[src/rtl/lsu_ctrl.sv]
// Load/store controller: aligns, checks and sequences core memory accesses,
// using read-modify-write for sub-word stores against a word-wide memory.
module lsu_ctrl #(
    parameter logic [31:0] MEM_LIMIT = 32'd10240
) (
    input  logic        clk,
    input  logic        rst_n,
    input  logic        req_valid,
    output logic        req_ready,
    input  logic        req_we,
    input  logic [1:0]  req_size,
    input  logic        req_unsigned,
    input  logic [31:0] req_addr,
    input  logic [31:0] req_wdata,
    output logic        resp_valid,
    output logic [31:0] resp_rdata,
    output logic        resp_err,
    output logic        mem_en,
    output logic        mem_r_w,
    output logic [31:0] mem_address,
    output logic [31:0] mem_in,
    input  logic [31:0] mem_out
);

    typedef enum logic [2:0] {IDLE, READ, WAIT, WRITE, RESP} state_t;

    localparam logic [1:0] SZ_BYTE = 2'b00;
    localparam logic [1:0] SZ_HALF = 2'b01;
    localparam logic [1:0] SZ_WORD = 2'b10;

    state_t      state_q;
    logic        ready_q;
    logic        resp_valid_q;
    logic        mem_en_q;
    logic        mem_r_w_q;
    logic [31:0] mem_address_q;

    logic        we_q;
    logic [1:0]  size_q;
    logic        uns_q;
    logic [1:0]  lane_q;
    logic [15:0] wdata_q;
    logic        err_q;
    // Holds store data for word stores, the merged word for RMW, or the loaded word.
    logic [31:0] word_q;

    logic        req_fault;
    logic [31:0] load_d;
    logic [31:0] rmw_d;
    logic [7:0]  byte_sel;
    logic [15:0] half_sel;

    always_comb begin
        req_fault = 1'b0;
        if (req_size == 2'b11)
            req_fault = 1'b1;
        if (req_size == SZ_HALF && req_addr[0])
            req_fault = 1'b1;
        if (req_size == SZ_WORD && req_addr[1:0] != 2'b00)
            req_fault = 1'b1;
        if (req_addr >= MEM_LIMIT)
            req_fault = 1'b1;
    end

    always_comb begin
        byte_sel = word_q[8*lane_q +: 8];
        half_sel = lane_q[1] ? word_q[31:16] : word_q[15:0];
        load_d   = word_q;
        case (size_q)
            SZ_BYTE: load_d = {{24{~uns_q & byte_sel[7]}}, byte_sel};
            SZ_HALF: load_d = {{16{~uns_q & half_sel[15]}}, half_sel};
            default: load_d = word_q;
        endcase
    end

    always_comb begin
        rmw_d = mem_out;
        case (size_q)
            SZ_BYTE: rmw_d[8*lane_q +: 8] = wdata_q[7:0];
            SZ_HALF: begin
                if (lane_q[1])
                    rmw_d[31:16] = wdata_q;
                else
                    rmw_d[15:0] = wdata_q;
            end
            default: rmw_d = mem_out;
        endcase
    end

    always_ff @(posedge clk or negedge rst_n) begin
        if (!rst_n) begin
            state_q       <= IDLE;
            ready_q       <= 1'b1;
            resp_valid_q  <= 1'b0;
            mem_en_q      <= 1'b0;
            mem_r_w_q     <= 1'b0;
            mem_address_q <= '0;
            we_q          <= 1'b0;
            size_q        <= '0;
            uns_q         <= 1'b0;
            lane_q        <= '0;
            wdata_q       <= '0;
            err_q         <= 1'b0;
            word_q        <= '0;
        end else begin
            resp_valid_q <= 1'b0;
            mem_en_q     <= 1'b0;
            mem_r_w_q    <= 1'b0;
            case (state_q)
                IDLE: begin
                    if (req_valid && ready_q) begin
                        ready_q       <= 1'b0;
                        we_q          <= req_we;
                        size_q        <= req_size;
                        uns_q         <= req_unsigned;
                        lane_q        <= req_addr[1:0];
                        wdata_q       <= req_wdata[15:0];
                        word_q        <= req_wdata;
                        err_q         <= req_fault;
                        mem_address_q <= {req_addr[31:2], 2'b00};
                        if (req_fault) begin
                            state_q      <= RESP;
                            resp_valid_q <= 1'b1;
                        end else if (req_we && req_size == SZ_WORD) begin
                            state_q   <= WRITE;
                            mem_en_q  <= 1'b1;
                            mem_r_w_q <= 1'b1;
                        end else begin
                            state_q  <= READ;
                            mem_en_q <= 1'b1;
                        end
                    end
                end
                READ: state_q <= WAIT;
                WAIT: begin
                    // Memory data is only valid this cycle; capture it (merged for stores).
                    word_q <= we_q ? rmw_d : mem_out;
                    if (we_q) begin
                        state_q   <= WRITE;
                        mem_en_q  <= 1'b1;
                        mem_r_w_q <= 1'b1;
                    end else begin
                        state_q      <= RESP;
                        resp_valid_q <= 1'b1;
                    end
                end
                WRITE: begin
                    state_q      <= RESP;
                    resp_valid_q <= 1'b1;
                end
                RESP: begin
                    state_q <= IDLE;
                    ready_q <= 1'b1;
                end
                default: begin
                    state_q <= IDLE;
                    ready_q <= 1'b1;
                end
            endcase
        end
    end

    assign req_ready   = ready_q;
    assign resp_valid  = resp_valid_q;
    assign resp_err    = (state_q == RESP) && err_q;
    assign resp_rdata  = (state_q == RESP && !we_q && !err_q) ? load_d : '0;
    assign mem_en      = mem_en_q;
    assign mem_r_w     = mem_r_w_q;
    assign mem_address = mem_address_q;
    assign mem_in      = (state_q == WRITE) ? word_q : '0;

endmodule

[config.mk]
export PLATFORM = sky130hd
export DESIGN_NAME = lsu_ctrl
export DESIGN_NICKNAME = d
export VERILOG_FILES = /design/src/rtl/lsu_ctrl.sv
export SDC_FILE = /design/constraint.sdc
export NUM_CORES = 1
export LEC_CHECK = 0
export CAP_MARGIN = 20
export CELL_PAD_IN_SITES_DETAIL_PLACEMENT = 1
export CELL_PAD_IN_SITES_GLOBAL_PLACEMENT = 2
export CORE_UTILIZATION = 23
export DETAILED_ROUTE_END_ITERATION = 10
export PLACE_DENSITY = 0.73
export SKIP_LAST_GASP = 1
export SLEW_MARGIN = 15
export SYNTH_ARGS = -nofsm -noshare
export SYNTH_HDL_FRONTEND = slang
export SYNTH_SLANG_ARGS = --single-unit
[constraint.sdc]
create_clock -name clk -period 2.36 [get_ports clk]
set_input_delay 0.236 -clock clk [delete_from_list [all_inputs] [get_ports clk]]
set_output_delay 0.236 -clock clk [all_outputs]
set_load 0.05 [all_outputs]
==> flow_metrics.env, run 1 <==
export IMPL_status="finished with violations"
export IMPL_violations="setup timing"
export IMPL_core_um2=24500
export IMPL_critPathLaunchType="flop"
export IMPL_synth_edf_count=0
export IMPL_synthArstFlopShare_pct=100
export IMPL_wl_met3_um=1940
export IMPL_multi_input_area_um2=3450
export IMPL_ir_drop_mv=0.666
export IMPL_ys_types=61
export IMPL_portBuffers=201
export IMPL_crit_path_max_incr_delay_ns=0.45
export IMPL_yosys_warnings=0
export IMPL_die_area_um2=25900
export IMPL_clock_latency_ns=0.36
export IMPL_clockBufferDepth=2
export IMPL_area_delta_synth_final_pct=67.1
export IMPL_top_layer="met5"
export IMPL_power_density_nw_per_um2=1110
export IMPL_diodes=0
export IMPL_drt_wirelength_per_cell_um=20.9
export IMPL_netlist_area_um2=5800
export IMPL_wl_met2_um=12100
export IMPL_grt_pass1_vias=6551
export IMPL_wl_um=25900
export IMPL_synth_seq_cells=92
export IMPL_p_total_uw=10800
export IMPL_n_fill_cell=2775
export IMPL_drtPass1Iterations=6
export IMPL_path_delay_family="compound AO/OA/AOI/OAI gates"
export IMPL_p_leak_uw=0.00418
export IMPL_p_int_uw=5500
export IMPL_power_frac_seq_pct=28.6
export IMPL_m1WireLength_um=11400
export IMPL_htree_levels=3
export IMPL_cts_sinks=92
export IMPL_drive_above_1_share_pct=23.3
export IMPL_path_max_fanout=16
export IMPL_cts_tree="built"
export IMPL_num_rows=57
export IMPL_viasPerCell=5.08
export IMPL_hold_viol_final=0
export IMPL_start_util_pct=23.6
export IMPL_die_h_um=161
export IMPL_dp_slack_ns=0.0145
export IMPL_cts_buffers=9
export IMPL_worst_clock_skew_ns=0.00911
export IMPL_ant_nets=0
export IMPL_ys_flop_type="dfrtp_1"
export IMPL_slew_headroom_pct=54.9
export IMPL_synth_area_per_cell_um2=8.42
export IMPL_clkTransAtPathRegs_ns=0.07
export IMPL_power_frac_comb_pct=56.5
export IMPL_cts_root_buf="clkbuf_16"
export IMPL_drc_errors=0
export IMPL_register_area_um2=2310
export IMPL_path_buf_inv=2
export IMPL_arrival_ns=2.33
export IMPL_crit_top_cell="buf_12"
export IMPL_grt_max_degree=58
export IMPL_crit_required_ns=2.12
export IMPL_drtIter0Drc=361
export IMPL_critical_path_class="flop to output port"
export IMPL_syn_inst=689
export IMPL_fin_crit_ns=2.56
export IMPL_grt_setup_unrepaired="yes"
export IMPL_fmax_mhz=390
export IMPL_antenna_found_initial=2
export IMPL_hold_path_class="input pin to flop"
export IMPL_globalplace_congestion=0.837
export IMPL_p_clk_share_pct=15.0
export IMPL_ys_seq_area_share_pct=39.7
export IMPL_timing_final_crit_share_pct=109
export IMPL_final_common_cell="nand2_1"
export IMPL_via_count=6296
export IMPL_tightest_slew_ns=0.676
export IMPL_fin_ws_ns=-0.203
export IMPL_setup_viol=23
export IMPL_end_kind="output port"
export IMPL_path_cells="or3b_1 > o22a_2 > a221o_1 > buf_12 > a21oi_4 > buf_12"
export IMPL_grt_use_total_pct=20.4
export IMPL_dp_hpwl_um=19500
export IMPL_final_cell_mix="184 x nand2_1, 135 x clkdlybuf4s50_1, 87 x dfrtp_1, 63 x buf_4, 62 x buf_12"
export IMPL_final_max_slew_violation_count=0
export IMPL_final_nets=1018
export IMPL_drv_cap=0
export IMPL_swShare_pct=48.9
export IMPL_io_pins=204
export IMPL_p_sw_uw=5260
export IMPL_die_width_um=161
export IMPL_crit_slowest_cell="dfrtp_2"
export IMPL_grt_pass1_wl_um=40300
export IMPL_overflow=0
what timing repair did:
item                       CTS  global route
setup buffers                3            12
pin swaps                    4             6
setup endpoints to repair   31            39
resized for setup           29            20
hold endpoints to repair    45             0
cloned                       0             0
hold buffers                 1             0
layer usage:
metal	global-route usage, %	up-vias
li1	-	2898
met1	27.0	3139
met2	33.2	233
met3	5.35	24
met4	4.37	2
met5	0	-
path summary, 6_finish.rpt:
kind                                     start             end  slack [ns]  cells after the start
worst min register to register  mem_address[5]  mem_address[5]        0.48                      2
min in group asynchronous                rst_n  mem_address[8]        0.45                      2
worst max register to register       lane_q[1]      word_q[13]        0.07                      8
worst min-delay path               req_addr[4]  mem_address[4]        0.40                      3
max in group asynchronous                rst_n       size_q[1]        1.19                      3
worst max-delay path                 lane_q[0]  resp_rdata[22]       -0.20                      6
logic make-up (layout without fill, tap and decap cells):
family | after synthesis | in the layout | share of synthesized area, %
other | 1 | 2 | 0.0646
muxes | 42 | 42 | 7.57
and+or+nand+nor | 299 | 299 | 23.2
AOI/OAI and AO/OA | 166 | 166 | 22.0
buffers and inverters | 84 | 309 | 6.34
DFF | 92 | 92 | 39.7
adders and majority gates | 5 | 5 | 1.08
power by group through the flow:
| stage | Sequential, uW | Clock [uW] | Combinational [uW] |
|---|---|---|---|
| 2_1_floorplan | 3660 | 0 | 2840 |
| 3_3_place_gp | 3070 | 0 | 5460 |
| 3_5_place_dp | 3080 | 0 | 5530 |
| 4_1_cts | 3060 | 1650 | 5770 |
| 5_1_grt | 3160 | 1720 | 6520 |
| 6_report | 3070 | 1610 | 6070 |
per-stage QoR:
stage	area, um^2	util, %	hold WS (ns)	cells	setup TNS, ns
final	9700	39.5	0.400	1239	-3.93
after detailed placement	8980	36.6	0.324	1208	0
after CTS	9510	38.7	0.387	1228	-4.38
after global placement	8980	36.6	0.317	1208	-0.0613
after floorplan	5860	-	-0.0596	690	-2.82
after global routing	9700	39.5	0.409	1239	-5.93
area by class of cell:
| type | instances | share of cell area, % |
|---|---|---|
| multi-input cells | 514 | 35.5 |
| repair buffers | 263 | 32.0 |
| flip-flops and latches | 92 | 23.8 |
| well taps | 324 | 4.18 |
| clock buffers | 10 | 2.46 |
| inverters | 30 | 1.24 |
| clock inverters | 6 | 0.813 |
flip-flops by register name, summed over array words and instances, names as in the netlist:
signal       count
lane_q           2
mem_en           1
word_q          32
state_q          3
req_ready        1
mem_address     30
uns_q            1
resp_valid       1
err_q            1
wdata_q         16
mem_r_w          1
size_q           2
we_q             1
tightest hold or removal path, stage by stage:
cell	delay, ns
clkdlybuf4s50_1	0.40
nand2_1	0.06
nand2_1	0.04
synth_stat cells (6+ instances only):
| cell | count | share of area, % |
|---|---|---|
| nor3b_1 | 12 | 1.6 |
| a21oi_2 | 10 | 1.5 |
| a211o_1 | 13 | 2.0 |
| inv_1 | 29 | 1.9 |
| nor2_1 | 47 | 3.0 |
| buf_2 | 15 | 1.3 |
| o21ai_0 | 24 | 2.1 |
| mux2_2 | 15 | 2.9 |
| clkbuf_1 | 27 | 1.7 |
| a22oi_1 | 10 | 1.3 |
| and2_1 | 9 | 0.97 |
| a221oi_1 | 23 | 3.5 |
| o32a_1 | 6 | 1.0 |
| a2bb2oi_1 | 15 | 2.3 |
| buf_1 | 6 | 0.39 |
| nor3_1 | 8 | 0.69 |
| nand2_1 | 184 | 12 |
| and3_1 | 7 | 0.75 |
| mux2i_1 | 27 | 4.7 |
| a222oi_1 | 20 | 3.5 |
| a21oi_1 | 23 | 2.0 |
| dfrtp_1 | 91 | 39 |
No activity file was read; power rests on OpenSTA's default activity.
==> inputs of run 2 (changes only) <==
Settings changed: CORE_MARGIN set to 2.
==> flow_metrics.env, run 2 (synthesis results as in run 1) <==
export IMPL_dp_hpwl_um=19100
export IMPL_wl_um=25900
export IMPL_final_max_slew_violation_count=0
export IMPL_crit_path_max_incr_delay_ns=0.42
export IMPL_arrival_ns=2.40
export IMPL_hold_path_class="input pin to flop"
export IMPL_tightest_slew_ns=0.703
export IMPL_grt_use_total_pct=19.1
export IMPL_fin_crit_ns=2.64
export IMPL_final_common_cell="nand2_1"
export IMPL_cts_buffers=9
export IMPL_status="finished with violations"
export IMPL_path_buf_inv=3
export IMPL_crit_end="resp_rdata[18]"
export IMPL_power_density_nw_per_um2=1120
export IMPL_grt_setup_unrepaired="yes"
export IMPL_drv_cap=0
export IMPL_violations="setup timing"
export IMPL_final_cell_mix="184 x nand2_1, 135 x clkdlybuf4s50_1, 89 x dfrtp_1, 61 x buf_12, 54 x buf_4"
export IMPL_path_delay_family="compound AO/OA/AOI/OAI gates"
export IMPL_r2r_slack_ns=0.05
export IMPL_finalSetupTns_ns=-5.87
export IMPL_end_kind="output port"
export IMPL_drive_above_1_share_pct=22.3
export IMPL_die_width_um=163
export IMPL_start_util_pct=23.2
export IMPL_crit_top_cell="buf_12"
export IMPL_p_total_uw=10700
export IMPL_drtPass1Iterations=7
export IMPL_regMostFlops="word_q"
export IMPL_clock_latency_ns=0.36
export IMPL_path_max_fanout=16
export IMPL_fin_ws_ns=-0.279
export IMPL_holdWs_ns=0.402
export IMPL_area_delta_synth_final_pct=65.9
export IMPL_viasPerCell=5.03
export IMPL_ant_nets=0
export IMPL_core_um2=25000
export IMPL_globalplace_congestion=0.819
export IMPL_cts_root_buf="clkbuf_16"
export IMPL_worstSetupStartpoint="size_q[0]"
export IMPL_timing_final_crit_share_pct=112
export IMPL_utilization_pct=38.6
export IMPL_cts_tree="built"
export IMPL_path_depth=7
export IMPL_hp_start="req_addr[10]"
export IMPL_crit_slowest_cell="dfrtp_2"
export IMPL_critical_path_class="flop to output port"
export IMPL_hold_viol_final=0
export IMPL_crit_required_ns=2.12
export IMPL_die_h_um=163
export IMPL_clkTransAtPathRegs_ns=0.07
export IMPL_ir_drop_mv=0.659
export IMPL_antenna_found_initial=1
export IMPL_clockBufferDepth=2
export IMPL_io_pins=204
export IMPL_final_nets=1007
export IMPL_die_area_um2=26500
export IMPL_overflow=0
export IMPL_via_count=6218
export IMPL_cts_sinks=92
export IMPL_slew_headroom_pct=53.1
export IMPL_fmax_mhz=379
export IMPL_reg2reg_from="lane_q[0]"
export IMPL_dp_slack_ns=0.0160
export IMPL_drc_errors=0
export IMPL_critPathLaunchType="flop"
export IMPL_n_fill_cell=2835
export IMPL_multi_input_area_um2=3460
export IMPL_drtIter0Drc=375
export IMPL_drt_wirelength_per_cell_um=21.0
export IMPL_rr_worst_depth=10
export IMPL_worst_clock_skew_ns=0.0119
export IMPL_timing_rr_end="word_q[24]"
export IMPL_portBuffers=201
export IMPL_largest_reg_flops=32
export IMPL_setup_viol=31
export IMPL_grt_pass1_vias=6443
export IMPL_p_leak_uw=0.00411
export IMPL_grt_pass1_wl_um=38700
export IMPL_htree_levels=3
export IMPL_path_cells="or3b_1 > o22a_1 > buf_6 > a221o_1 > buf_12 > a21oi_4 > buf_12"
export IMPL_register_area_um2=2310
export IMPL_grt_max_degree=58
export IMPL_num_rows=58
[run 2: changes by cell type in the layout (fill, tap and decap cells not counted), moves of 2 or more]
cell,before,now
a221oi_4,2,4
a221oi_2,5,2
dfrtp_1,87,89
buf_4,63,54
ha_1,5,3
dfrtp_2,4,2
[run 2: area by class of cell]
| cell class | count | area share (%) |
|---|---|---|
| clock buffer | 9 | 2.34 |
| inverter | 30 | 1.25 |
| sequential | 92 | 24.0 |
| antenna | 1 | 0.0260 |
| clock inverter | 7 | 1.09 |
| multi-input combinational | 514 | 35.9 |
| timing repair buffer | 252 | 31.2 |
| tap | 330 | 4.29 |
[run 2: what timing repair did]
item | 4_1_cts | 5_1_grt
setup buffers | 0 | 10
hold endpoints to repair | 37 | 0
hold buffers | 1 | 0
pin swaps | 2 | 5
setup endpoints to repair | 31 | 38
resized for setup | 16 | 27
[run 2: stage by stage]
| step | instances | instance area (um^2) |
|---|---|---|
| after floorplan | 690 | 5860 |
| after global placement | 1207 | 8930 |
| after detailed placement | 1207 | 8930 |
| after CTS | 1224 | 9370 |
| after global routing | 1234 | 9630 |
| final | 1235 | 9630 |
[run 2: metal layers]
metal / routed length [um] / vias to the layer above / part of all wire [%] / track usage (%)
li1: - / 2880 / - / -
met1: 11500 / 3080 / 44 / 25.4
met2: 12200 / 229 / 47 / 31.1
met3: 1770 / 29 / 6.8 / 4.18
met4: 440 / 0 / 1.7 / 5.59
met5: 0 / - / 0 / 0
[run 2: worst register-to-register path: stages, from the launching register on]
cell,delay [ns]
dfrtp_1,0.39
buf_4,0.13
buf_4,0.13
clkinvlp_4,0.13
buf_4,0.17
ha_4,0.26
nor4bb_4,0.32
buf_4,0.19
a221oi_1,0.07
a211o_1,0.29
a22oi_1,0.15
[run 2: worst min path at each step]
stage,cells after the start,endpoint,slack (ns)
finish,3,mem_address[10],0.40
floorplan,0,err_q,-0.06
global placement,1,word_q[6],0.29
CTS,3,mem_address[6],0.39
detailed placement,1,word_q[4],0.30
global route,3,mem_address[6],0.41
[run 2: report_power, final]
group | total (uW) | switching [uW] | internal, uW | leakage (uW)
Combinational | 6000 | 3720 | 2290 | 0.00283
Sequential | 3090 | 791 | 2300 | 0.00112
Clock | 1660 | 711 | 947 | 0.000159
Total | 10700 | 5220 | 5530 | 0.00411
